## config.mk

```make
export PLATFORM = sky130hd
export DESIGN_NAME = uart_rx_module_flat
export DESIGN_NICKNAME = d
export VERILOG_FILES = /design/src/rtl/uart_rx_module_if.sv /design/src/rtl/uart_rx_module.sv /design/src/flat_wrapper.sv
export SDC_FILE = /design/constraint.sdc
export NUM_CORES = 1
export LEC_CHECK = 0
export CAP_MARGIN = 20
export CORE_ASPECT_RATIO = 1.25
export CORE_UTILIZATION = 56
export CTS_CLUSTER_SIZE = 30
export DETAILED_ROUTE_END_ITERATION = 8
export HOLD_SLACK_MARGIN = 0.02
export PLACE_DENSITY = 0.84
export SYNTH_ARGS = -nofsm -noshare
export SYNTH_HDL_FRONTEND = slang
export SYNTH_SLANG_ARGS = --single-unit
```

## constraint.sdc

```tcl
create_clock -name clk -period 2.7 [get_ports clk]
set_clock_uncertainty 0.1 [all_clocks]
set_input_delay 0.27 -clock clk [delete_from_list [all_inputs] [get_ports clk]]
set_output_delay 0.27 -clock clk [all_outputs]
set_load 0.02 [all_outputs]
```

## src/rtl/uart_rx_module_if.sv

```systemverilog
// Bus interface for uart_rx_module.
//   rx            serial line, idle high, asynchronous to the receiver clock
//   parity        1 = odd parity, 0 = even parity
//   speed         bit period in clock cycles (values below 2 behave as 2)
//   data          last received 9-bit word, LSB first on the line
//   data_valid    one-cycle pulse when data and error flags update
//   parity_error  parity mismatch on the last frame
//   framing_error stop bit sampled low on the last frame
//   busy          receiver is inside a frame
interface uart_rx_module_if;
  logic       rx;
  logic       parity;
  logic [3:0] speed;
  logic [8:0] data;
  logic       data_valid;
  logic       parity_error;
  logic       framing_error;
  logic       busy;

  // Line side / configuration source.
  modport master (
    output rx, parity, speed,
    input  data, data_valid, parity_error, framing_error, busy
  );

  // Receiver side.
  modport slave (
    input  rx, parity, speed,
    output data, data_valid, parity_error, framing_error, busy
  );
endinterface

```

## src/rtl/uart_rx_module.sv

```systemverilog
// UART receiver: start bit, 9 data bits (LSB first), parity bit, stop bit.
// Ports:
//   clk  sole clock, rising edge
//   rst  asynchronous active-high reset
//   bus  uart_rx_module_if.slave (rx/parity/speed in; data, flags, busy out)
module uart_rx_module (
  input logic              clk,
  input logic              rst,
  uart_rx_module_if.slave  bus
);

  typedef enum logic [2:0] {StIdle, StStart, StData, StPar, StStop} state_e;

  state_e     state_q, state_d;
  logic [3:0] cnt_q, cnt_d;
  logic [3:0] bit_idx_q, bit_idx_d;
  logic [8:0] shift_q, shift_d;
  logic       par_q, par_d;
  logic [3:0] period_q, period_d;
  logic       mode_q, mode_d;
  logic       load;

  logic       rx_meta, rxs, rxs_prev;
  logic       fall;
  logic [3:0] half_m1, period_m1;

  logic [8:0] data_q;
  logic       parity_error_q, framing_error_q, data_valid_q;

  // Two-flop synchronizer plus one history flop for edge detection. All flops
  // reset high so a released reset never looks like the line going idle.
  always_ff @(posedge clk or posedge rst) begin
    if (rst) begin
      rx_meta  <= 1'b1;
      rxs      <= 1'b1;
      rxs_prev <= 1'b1;
    end else begin
      rx_meta  <= bus.rx;
      rxs      <= rx_meta;
      rxs_prev <= rxs;
    end
  end

  // Only a 1->0 transition arms the receiver; a line stuck low never does.
  assign fall      = rxs_prev & ~rxs;
  assign half_m1   = (period_q >> 1) - 4'd1;
  assign period_m1 = period_q - 4'd1;

  always_ff @(posedge clk or posedge rst) begin
    if (rst) begin
      state_q   <= StIdle;
      cnt_q     <= 4'd0;
      bit_idx_q <= 4'd0;
      shift_q   <= 9'd0;
      par_q     <= 1'b0;
      period_q  <= 4'd2;
      mode_q    <= 1'b0;
    end else begin
      state_q   <= state_d;
      cnt_q     <= cnt_d;
      bit_idx_q <= bit_idx_d;
      shift_q   <= shift_d;
      par_q     <= par_d;
      period_q  <= period_d;
      mode_q    <= mode_d;
    end
  end

  always_comb begin
    state_d   = state_q;
    cnt_d     = cnt_q + 4'd1;
    bit_idx_d = bit_idx_q;
    shift_d   = shift_q;
    par_d     = par_q;
    period_d  = period_q;
    mode_d    = mode_q;
    load      = 1'b0;

    unique case (state_q)
      StIdle: begin
        cnt_d = 4'd0;
        if (fall) begin
          state_d  = StStart;
          // Speed and parity mode are frozen for the whole frame.
          period_d = (bus.speed < 4'd2) ? 4'd2 : bus.speed;
          mode_d   = bus.parity;
        end
      end
      StStart: begin
        // Re-check the line mid-way through the start bit to reject glitches.
        if (cnt_q == half_m1) begin
          cnt_d     = 4'd0;
          bit_idx_d = 4'd0;
          state_d   = rxs ? StIdle : StData;
        end
      end
      StData: begin
        if (cnt_q == period_m1) begin
          cnt_d     = 4'd0;
          // Shift right so the first sample lands in bit 0 after nine shifts.
          shift_d   = {rxs, shift_q[8:1]};
          bit_idx_d = bit_idx_q + 4'd1;
          if (bit_idx_q == 4'd8) state_d = StPar;
        end
      end
      StPar: begin
        if (cnt_q == period_m1) begin
          cnt_d   = 4'd0;
          par_d   = rxs;
          state_d = StStop;
        end
      end
      StStop: begin
        if (cnt_q == period_m1) begin
          cnt_d   = 4'd0;
          load    = 1'b1;
          state_d = StIdle;
        end
      end
      default: state_d = StIdle;
    endcase
  end

  // Result registers hold until the next completed frame.
  always_ff @(posedge clk or posedge rst) begin
    if (rst) begin
      data_q          <= 9'd0;
      parity_error_q  <= 1'b0;
      framing_error_q <= 1'b0;
      data_valid_q    <= 1'b0;
    end else begin
      data_valid_q <= load;
      if (load) begin
        data_q          <= shift_q;
        // XOR of data and parity bit is 1 when the total ones count is odd.
        parity_error_q  <= (^shift_q ^ par_q) != mode_q;
        framing_error_q <= ~rxs;
      end
    end
  end

  assign bus.data          = data_q;
  assign bus.data_valid    = data_valid_q;
  assign bus.parity_error  = parity_error_q;
  assign bus.framing_error = framing_error_q;
  assign bus.busy          = (state_q != StIdle);

endmodule

```

## src/flat_wrapper.sv

```systemverilog
// flat-port wrapper written by rule: the top's interface ports become plain ports
module uart_rx_module_flat 
  (clk, rst, bus_rx, bus_parity, bus_speed, bus_data, bus_data_valid, bus_parity_error, bus_framing_error, bus_busy);
  uart_rx_module_if bus_i ();
  input logic clk;
  input logic rst;
  input wire logic [$bits(bus_i.rx)-1:0] bus_rx;
  input wire logic [$bits(bus_i.parity)-1:0] bus_parity;
  input wire logic [$bits(bus_i.speed)-1:0] bus_speed;
  output wire logic [$bits(bus_i.data)-1:0] bus_data;
  output wire logic [$bits(bus_i.data_valid)-1:0] bus_data_valid;
  output wire logic [$bits(bus_i.parity_error)-1:0] bus_parity_error;
  output wire logic [$bits(bus_i.framing_error)-1:0] bus_framing_error;
  output wire logic [$bits(bus_i.busy)-1:0] bus_busy;
  assign bus_i.rx = bus_rx;
  assign bus_i.parity = bus_parity;
  assign bus_i.speed = bus_speed;
  assign bus_data = bus_i.data;
  assign bus_data_valid = bus_i.data_valid;
  assign bus_parity_error = bus_i.parity_error;
  assign bus_framing_error = bus_i.framing_error;
  assign bus_busy = bus_i.busy;
  uart_rx_module u_core (.clk(clk), .rst(rst), .bus(bus_i));
endmodule
```

==> impl_summary.md <==
Run status
The flow ran to the end, and the final reports show no timing, DRC or antenna violations.

Logic synthesis
Synthesis handed over a netlist of 168 instances. After synthesis the netlist holds a flip-flop and latch count of 41. In the post-synthesis netlist, the biggest area contributors are dfrtp_1 (45%), mux2_2 (13%), xnor2_1 (7.3%). The synthesized area per cell is 12.15 um^2. The synthesized netlist contains 39 unique library cells.

Synthesis produced a netlist with a net count of 182. The largest area contributor in the netlist is dfrtp_1. The synthesized netlist occupies a cell area of 0.002042 mm^2. The total number of yosys warnings is 0.

Counting flops with an async set or reset pin after synthesis yields a share of 100.0%. In this run the biggest area consumer among cell types represents 45.34% of the synthesized area. After synthesis, flip-flops and latches occupy 50.49% of the total area.

The number of flops mapped to enable cells by yosys is 0. The dominant register cell in the synthesized netlist is dfrtp_1.

CTS
Buffers inserted to repair hold after CTS numbered 0. Counting the buffers created by CTS gives 5. The clock tree from TritonCTS is done. The clock transition at the register clock pins on the worst setup and hold paths after CTS is 0.07 ns. The total number of H-tree levels is 2. The number of gates resized after CTS was 0. The master cell of the clock root buffer is clkbuf_8. The source-to-sink clock delay at the later pin of the worst-skew pair is 0.28 ns.

The maximum buffer depth of the clock tree is 2. The total clock sinks is 41. The post-CTS repair timing setup buffer count is 0.

Cells and area
Registers take 0.001031 mm^2. The finished layout holds 231 standard cells, fillers aside. The multi-input logic area is 950.9 um^2. The number of antenna diodes in the final layout is 0.

The number of nets in the layout is 205. The core utilization of the finished layout is 68.32%. The final design area excluding fillers is 0.002380 mm^2. The post-synthesis to final-layout area growth is 16.54%. The share of post-route cells with drive strength above 1 is 23.44%. Counting the fill cells in the layout gives 262.

Worst setup path
The total buffers and inverters traversed by the critical path is 1. On the critical path, the stage with the largest delay is an instance of dfstp_2. The setup slack of the most critical reg-to-reg path is 0.30 ns.

Among cell families on the critical path, the largest total delay comes from flip-flops. The destination of the critical timing path is u_core.state_q[0]$_DFFE_PP0P_. The type of destination of the critical path is a register. The capture instance of the worst register-to-register path is u_core.state_q[0]$_DFFE_PP0P_.

The worst setup path is launched from a register. The worst setup path is of the register to register kind. At the worst endpoint, the arrival time is 2.46 ns. The largest stage delay on the critical path is 0.55 ns. Data on the critical path is required at its endpoint by 2.76 ns. Walking the worst path, the cells encountered are inv_1 -> ha_1 -> xor2_1 -> xnor2_1 -> a31oi_1 -> a211oi_2 -> mux2_2. The largest driver fanout on the critical path is 4. The startpoint of the worst-slack reg-to-reg timing path is u_core.period_q[1]$_DFFE_PP1P_. Counting buffers and inverters, the worst setup path is 7 cells deep. The depth of the worst register-to-register path is 7. The launch point of the critical path is u_core.period_q[1]$_DFFE_PP1P_.

Floorplanning
The total area inside the core boundary comes to 0.003483 mm^2. The initial cell density of the core is 58.62%. The count of pins on the block boundary is 21. The die covers 0.003894 mm^2.

From bottom edge to top edge, the die measures 69.52 um. In this run the core area contains 24 standard-cell rows. Measured along the x axis, the die boundary spans 56.01 um.

Routing
The detail route stage leaves a number of antenna-violating nets equal to 0. For this run, design rule violations remaining after detail routing come to 0. After detailed routing, the average wire length per cell comes to 15.93 um. Dividing the detail-routed via count by the number of cells gives 5.835. In this run, the number of DRC markers left after iteration 0 of detailed routing was 40. Wires add up to 3680 um. The total number of vias is 1,348.

The first-pass detailed-route iteration total is 4.

Placement
The number of port buffers is 20. The cell area after placement is 0.002272 mm^2. The worst-case setup slack after placement is 0.3215 ns. The cell count after placement is 223.

The HPWL reported at the end of detailed placement is 2587 um. Routability-driven placement finished with a final weighted congestion of 0.8192.

Power and ir drop
The net load switching power is 0.6913 mW. The analysis attributes to cell leakage a power of 1.083 nW. Net switching is 34.35% of the power. The maximum vdd drop is 0.5853 mV.

Per report_power, the combinational group accounts for 36.3% of the total. The design draws 2.012 mW. The cell internal power dissipation is 1.321 mW. In this run the power density over the cells is 845.6 mW/mm^2.

The share of power burned in the clock network is 23.3%. Registers are responsible for 40.4% of the overall power.

STA
Final hold analysis gives a worst-case slack of 0.2600 ns. The worst path setup slack after routing is 0.3014 ns. The slew at the pin closest to its max-slew limit is 0.4890 ns. The max-slew violation count came to 0. The time the final worst path needs with I/O delays and setup is 2.399 ns. The final hold violation count is 0. The post-route setup TNS is 0 ns. Setup violations remaining at the end of the flow were counted as 0. Based on the critical path, the design can be clocked at up to 0.4169 GHz. Setup repair after global routing left no endpoint under its margin. The worst path uses 88.84% of the clock period. The relative slew slack is 67.25%.

Job
Max-cap violations in this run came to 0.

Hold path
The path class of the lowest-slack min-delay path is register to register. The depth of the worst hold-timing path is 0.

Global route
The number of antenna violations at the first check in global routing came to 0. The largest net degree at the start of global routing is 42. For this run the aggregate overflow at the end of global routing stands at 0. The via count of the first global-routing pass is 1,401. The first global-routing pass estimated 6389 um of wire. Global routing used 21.04% of the available tracks.
-- cell families after synthesis --
logic type                 Yosys count  share of synthesized area, %
DFF                                 41                         50.49
and+or+nand+nor                     36                         11.15
muxes                               25                         13.66
AOI/OAI and AO/OA                   24                         7.905
xor gates and xnor gates            22                         10.17
buffers and inverters               14                         2.941
adders and majority gates            6                         3.676
-- cells in the mapped netlist, drive strengths merged, types with 2 or more instances --
cell	instances
a211oi	2
a21oi	2
buf	4
dfrtp	37
dfstp	4
ha	6
inv	9
mux2	23
mux2i	2
nand2	8
nand3	3
nor2	6
nor3	8
nor3b	5
o21ai	11
xnor2	17
xor2	4
-- power groups by stage --
stage	clock network (mW)	logic [mW]	registers [mW]
after floorplan	0	0.616	0.776
after global placement	0	0.690	0.812
after detailed placement	0	0.731	0.821
after CTS	0.477	0.737	0.811
after global routing	0.502	0.812	0.825
final	0.468	0.731	0.814
-- state kept, by name, indices dropped and copies added (netlist names) --
name and flops:
u_core.cnt_q 4, u_core.rxs_prev 1, u_core.rx_meta 1, u_core.bus.parity_error 1
u_core.state_q 3, u_core.period_q 4, u_core.bus.data 9, u_core.par_q 1
u_core.shift_q 9, u_core.rxs 1, u_core.bus.data_valid 1, u_core.mode_q 1
u_core.bus.framing_error 1, u_core.bit_idx_q 4
-- worst min-delay path by stage --
stage	from	endpoint
4_1_cts	u_core.rx_meta$_DFF_PP1_	u_core.rxs$_DFF_PP1_
3_3_place_gp	u_core.rx_meta$_DFF_PP1_	u_core.rxs$_DFF_PP1_
6_report	u_core.rx_meta$_DFF_PP1_	u_core.rxs$_DFF_PP1_
2_1_floorplan	bus_rx	u_core.rx_meta$_DFF_PP1_
5_1_grt	u_core.rx_meta$_DFF_PP1_	u_core.rxs$_DFF_PP1_
3_5_place_dp	u_core.rx_meta$_DFF_PP1_	u_core.rxs$_DFF_PP1_
-- layout make-up --
| cell class | count | area share, % |
|---|---|---|
| clock buffers | 6 | 3.049 |
| flip-flops and latches | 41 | 43.32 |
| inverters | 9 | 1.420 |
| multi-input cells | 113 | 39.96 |
| well taps | 39 | 2.050 |
| repair buffers | 21 | 8.728 |
| clock inverters | 2 | 1.472 |
-- layer usage --
layer / GRT usage [%] / routed length (um) / vias up / share of wire, %
li1: - / - / 628 / -
met1: 25.22 / 1575 / 689 / 43
met2: 37.30 / 1980 / 27 / 54
met3: 4.478 / 91 / 4 / 2.5
met4: 6.775 / 33 / 0 / 0.90
met5: 0 / 0 / - / 0
-- cells in the final DEF, fill, tap and decap left out, drive strengths merged, types with 2 or more instances in the layout --
cell / Yosys / final
nand2: 8 / 8
nor3: 8 / 8
clkdlybuf4s50: 0 / 20
xor2: 4 / 4
a21oi: 2 / 2
o21ai: 11 / 11
a211oi: 2 / 2
ha: 6 / 6
nand3: 3 / 3
clkbuf: 1 / 6
dfstp: 4 / 4
nor2: 6 / 6
xnor2: 17 / 17
nor3b: 5 / 5
inv: 9 / 9
mux2i: 2 / 2
mux2: 23 / 23
dfrtp: 37 / 37
Power figures use the tool's default switching activity.
